==> src/rtl/sign_extension.sv <==
// Immediate generator for the RV32I decode stage.
// Selects I/S/B/U/J format by opcode and registers the sign-extended result.
package pkg_config;
    localparam int INST_WIDTH = 32;
    localparam int OPCODE     = 7;

    localparam logic [OPCODE-1:0] OP_ALUI   = 7'b0010011;
    localparam logic [OPCODE-1:0] OP_LOAD   = 7'b0000011;
    localparam logic [OPCODE-1:0] OP_JALR   = 7'b1100111;
    localparam logic [OPCODE-1:0] OP_STORE  = 7'b0100011;
    localparam logic [OPCODE-1:0] OP_BRANCH = 7'b1100011;
    localparam logic [OPCODE-1:0] OP_LUI    = 7'b0110111;
    localparam logic [OPCODE-1:0] OP_AUIPC  = 7'b0010111;
    localparam logic [OPCODE-1:0] OP_JAL    = 7'b1101111;
    localparam logic [OPCODE-1:0] OP_ALU    = 7'b0110011;
endpackage

module sign_extension
    import pkg_config::*;
(
    input  logic                  clk_i,
    input  logic                  rst_ni,
    input  logic [INST_WIDTH-1:0] inst_i,
    input  logic [OPCODE-1:0]     opcode_i,
    output logic [INST_WIDTH-1:0] immediate_extended_o
);

    logic [INST_WIDTH-1:0] imm_i;
    logic [INST_WIDTH-1:0] imm_s;
    logic [INST_WIDTH-1:0] imm_b;
    logic [INST_WIDTH-1:0] imm_u;
    logic [INST_WIDTH-1:0] imm_j;
    logic [INST_WIDTH-1:0] imm_next;
    logic                  sign;
    logic                  unused_opcode_bits;

    // The decoder owns the opcode; the instruction's own opcode field is ignored.
    assign unused_opcode_bits = ^inst_i[6:0];

    assign sign = inst_i[31];

    assign imm_i = {{20{sign}}, inst_i[31:20]};
    assign imm_s = {{20{sign}}, inst_i[31:25], inst_i[11:7]};
    assign imm_b = {{19{sign}}, inst_i[31], inst_i[7],
                    inst_i[30:25], inst_i[11:8], 1'b0};
    assign imm_u = {inst_i[31:12], 12'h000};
    assign imm_j = {{11{sign}}, inst_i[31], inst_i[19:12],
                    inst_i[20], inst_i[30:21], 1'b0};

    always_comb begin
        imm_next = '0;
        unique case (opcode_i)
            OP_ALUI,
            OP_LOAD,
            OP_JALR:   imm_next = imm_i;
            OP_STORE:  imm_next = imm_s;
            OP_BRANCH: imm_next = imm_b;
            OP_LUI,
            OP_AUIPC:  imm_next = imm_u;
            OP_JAL:    imm_next = imm_j;
            default:   imm_next = '0;
        endcase
    end

    always_ff @(posedge clk_i or negedge rst_ni) begin
        if (!rst_ni) begin
            immediate_extended_o <= '0;
        end else begin
            immediate_extended_o <= imm_next;
        end
    end

endmodule

==> config.mk <==
export PLATFORM = sky130hd
export DESIGN_NAME = sign_extension
export DESIGN_NICKNAME = d
export VERILOG_FILES = /design/src/rtl/sign_extension.sv
export SDC_FILE = /design/constraint.sdc
export NUM_CORES = 1
export LEC_CHECK = 0
export CAP_MARGIN = 20
export CORE_MARGIN = 1
export CORE_UTILIZATION = 25
export CTS_CLUSTER_SIZE = 16
export DETAILED_ROUTE_END_ITERATION = 10
export SETUP_SLACK_MARGIN = 0.4
export SYNTH_ARGS = -nofsm -noshare
export SYNTH_HDL_FRONTEND = slang
export SYNTH_SLANG_ARGS = --single-unit
==> constraint.sdc <==
create_clock -name clk_i -period 0.8 [get_ports clk_i]
set_input_delay 0.2 -clock clk_i [delete_from_list [all_inputs] [get_ports clk_i]]
set_output_delay 0.2 -clock clk_i [all_outputs]
set_load 0.01 [all_outputs]
Yosys cells after proc, flatten, opt, wreduce, memory -nomap -nowiden:

Index checks and enable logic that the tools add are counted.

* register bits: 32
* bits of input ports: 41
* output and inout bits: 32
* word-level logic and storage cells: 12

* eq/ne operators: 8
* multiplexer cells: 1
* reductions and logical operators: 2

Operators with widths (number)
* $pmux W32 S5: 1
* $eq A7 B7 Y1 const B: 3
* $eq A7 B5 Y1 const B: 2
* $eq A7 B6 Y1 const B: 2
* $eq A7 B2 Y1 const B: 1
* $reduce_or A3 Y1: 1
* $reduce_or A2 Y1: 1

Longest topological paths before layout:

* word-level depth: 3
* gate-level depth with buffers: 5

Least setup slack after synthesis:

Ideal clock, no wire load.

* path type: input to register
* start point: input port opcode_i[2]
* end point: register immediate_extended_o[20]
* library setup time: 0.132 ns
* arrival: 1.036 ns
* setup slack: -0.368 ns
* stages on the path: 5
* path buffers: 2
* cell sequence: buf_4 and4bb_4 a2bb2oi_2 buf_6 o21ai_1

* word-level cells in the longest chain between the ends: 3

Ends and longest elaborated chain
* from (decl): RTL line 24 `input logic [OPCODE-1:0] opcode_i,`
* $eq A7 B5 Y1, or another cell as far along: RTL line 52 `unique case (opcode_i)`
* $reduce_or A3 Y1 / $reduce_or A2 Y1 (equally long branches): RTL line 52
* $pmux W32 S5 *: RTL line 52
* via imm_next[20]: RTL line 33 `logic [INST_WIDTH-1:0] imm_next;`
* to (signal assigned): RTL line 69 `immediate_extended_o <= imm_next;`
* to (decl): RTL line 25 `output logic [INST_WIDTH-1:0] immediate_extended_o`

The timed path passes the listed nets; every way through them passes the cells marked *.

Final worst setup path:

* start point: register immediate_extended_o[21]
* end point: output port immediate_extended_o[21]

No word-level cell between the ends.

==> results.toml <==
[synthesis]
synth_cells = 111
syn_area_mm2 = 0.00137
synth_compound_area_share_pct = 17.1
synth_top_family_by_area = "simple AND/OR/NAND/NOR gates"
synth_seq_cells = 32
yosysUniqueCellTypes = 36
synth_warnings = 0
yosysSeqAreaShare_pct = 58.6
synth_fa_ha_area_share_pct = 0
avgSynthCellArea_um2 = 12.3
synthXorXnorAreaFrac_pct = 0
synth.net_count = 152
synthSimpleGateAreaFrac_pct = 19.8
synthMuxAreaShare_pct = 0.733

[route]
via_per_inst = 4.62
drc_errors = 0
antenna_left = 0
wire_per_inst_um = 15.4
via_count = 1243
dr.first_iter.drc_count = 27
routed_wl_um = 4130
drtPass1Iterations = 4

[job]
maxCapViolCount = 0

[final_layout]
largest_register_ffs = 32
stdcell_area_mm2 = 0.00247
antennaDiodeCount = 0
nets = 239
final_cells = 269
largest-register = "immediate_extended_o"
area_delta_synth_final_pct = 81.1
top_regs = "immediate_extended_o (32)"
drive_gt1_share_pct = 50.8

[setup_path]
critPathLaunchType = "register"
critical-path-max-stage-delay_ns = 0.38
required_ns = 0.60
path_max_fanout = 1
path_buf_inv = 1
cp_top_family = "flip-flops"
crit_path_cell_trace = "buf_2"
worstSetupEndpointType = "primary output"
cp_slowest_cell = "dfrtp_1"
crit_arrival_ns = 0.80
critPathKind = "reg -> out"

[sta]
rsz0062_at_grt = "yes"
fin_crit_sh_pct = 125
tns_ns = -8.81
min_period_ns = 0.998
holdWs_ns = 0.0440
finalSetupViolations = 62
fmax_mhz = 1000
drv_slew = 0
setup_ws_ns = -0.198
worstMarginPinSlew_ns = 0.303
max-slew-margin-rel_pct = 79.8
hold_viol = 0

[clocking]
numClockSinks = 32
cts_buffer_depth = 2
root_buffer = "clkbuf_8"
cts_tree = "built"
h-tree-depth = 2
cts_buffers = 5
clk_pin_slew_ns = 0.07

[status]
violations = "negative setup slack"
outcome = "finished, violations left"

[die]
ios = 73
coreArea_mm2 = 0.00517
fp.dieH_um = 75.9
die_w_um = 75.9
die_area_mm2 = 0.00576
fp-row-count = 26
start_util_pct = 26.4

[global_routing]
antenna_found_initial = 0
grt_pass1_wl_um = 6630
grt_overflow_total = 0
grt_max_degree = 17
track_usage_pct = 14.6
grt_pass1_vias = 1306

[placed_design]
hpwl_um = 2710
dp.cells = 248
gp_congestion = 0.796
placed_area_mm2 = 0.00217
io_buffers = 65

[pwr]
p_leak_uw = 0.00126
total_power_uw = 3770
vdd_drop_max_mv = 0.621
powerDensity_mw_per_mm2 = 1520

[worst_hold_path]
worstHoldPathType = "in -> async"
## through the flow
| step | util [%] | setup WS (ns) |
|---|---|---|
| final | 47.8 | -0.198 |
| after global routing | 47.8 | -0.222 |
| after CTS | 46.3 | -0.206 |
| after detailed placement | 41.9 | -1.00 |
| after global placement | 41.9 | -0.905 |
| after floorplan | - | -0.293 |
## cell usage in the layout, fill, tap and decap left out, types with 3 or more instances in the layout
cell / count
a22o_1: 5
nor2b_4: 3
dlygate4sd2_1: 3
buf_8: 3
buf_6: 15
clkbuf_8: 5
nor2b_1: 4
dfrtp_1: 32
nand3_1: 11
buf_2: 28
a21o_1: 8
buf_4: 10
o21ai_2: 11
clkdlybuf4s50_1: 22
buf_12: 3
## layout make-up
cell class,count,area (µm²)
fill,461,2700
timing repair buffer,87,823
sequential,32,801
multi-input combinational,71,648
tap,70,87.6
clock buffer,6,72.6
clock inverter,2,35.0
inverter,1,7.51
## worst paths after layout
kind	from	endpoint	slack, ns	cells after the start
hold / removal	rst_ni	immediate_extended_o[1]	0.04	2
setup / recovery	immediate_extended_o[21]	immediate_extended_o[21]	-0.20	1
min in group clk_i	opcode_i[2]	immediate_extended_o[11]	0.29	4
max in group asynchronous	rst_ni	immediate_extended_o[11]	0.49	2
## repair_timing
item	4_1_cts	5_1_grt
pin swaps	21	9
cloned	3	0
setup buffers	8	2
hold buffers	0	0
resized for setup	202	15
endpoints found under the setup margin	96	64
## synthesized netlist by cell type (all sizes together)
cell type	number	area, µm²
o22ai	1	6.26
nand2	1	3.75
or2	1	6.26
and3b	2	20.0
o2bb2ai	1	8.76
a31oi	1	6.26
buf	5	40.0
nor2	2	7.51
mux2i	1	10.0
and4b	1	11.3
and2	1	6.26
nor2b	8	50.1
nand3b	1	7.51
nand4	1	6.26
a22o	5	43.8
or3b	1	11.3
clkbuf	2	7.51
a211oi	1	7.51
nand4b	2	17.5
a2bb2oi	1	15.0
nand3	12	60.1
a21o	8	60.1
a32o	1	10.0
a21oi	2	21.3
dfrtp	32	801
nor3b	2	26.3
inv	1	3.75
and2b	1	7.51
o21ai	11	55.1
and4bb	2	28.8
## where the power goes
group	total [µW]	leakage, µW	internal, µW	switching (µW)
clock	1510	0.0000552	923	584
sequential	1660	0.000444	1650	8.76
combinational	606	0.000756	355	252
## routing by layer
layer	part of all wire, %	track usage [%]	vias up	wire, µm
li1	-	-	578	-
met4	2.1	6.35	0	85
met2	49	23.7	47	2020
met5	0	0	-	0
met1	43	18.3	610	1780
met3	6.0	3.86	8	246
## cells by family after synthesis
family          after synthesis
simple gates                 38
buf+inv                       8
flops                        32
mux                           1
compound gates               32
Power figures use the tool's default switching activity.
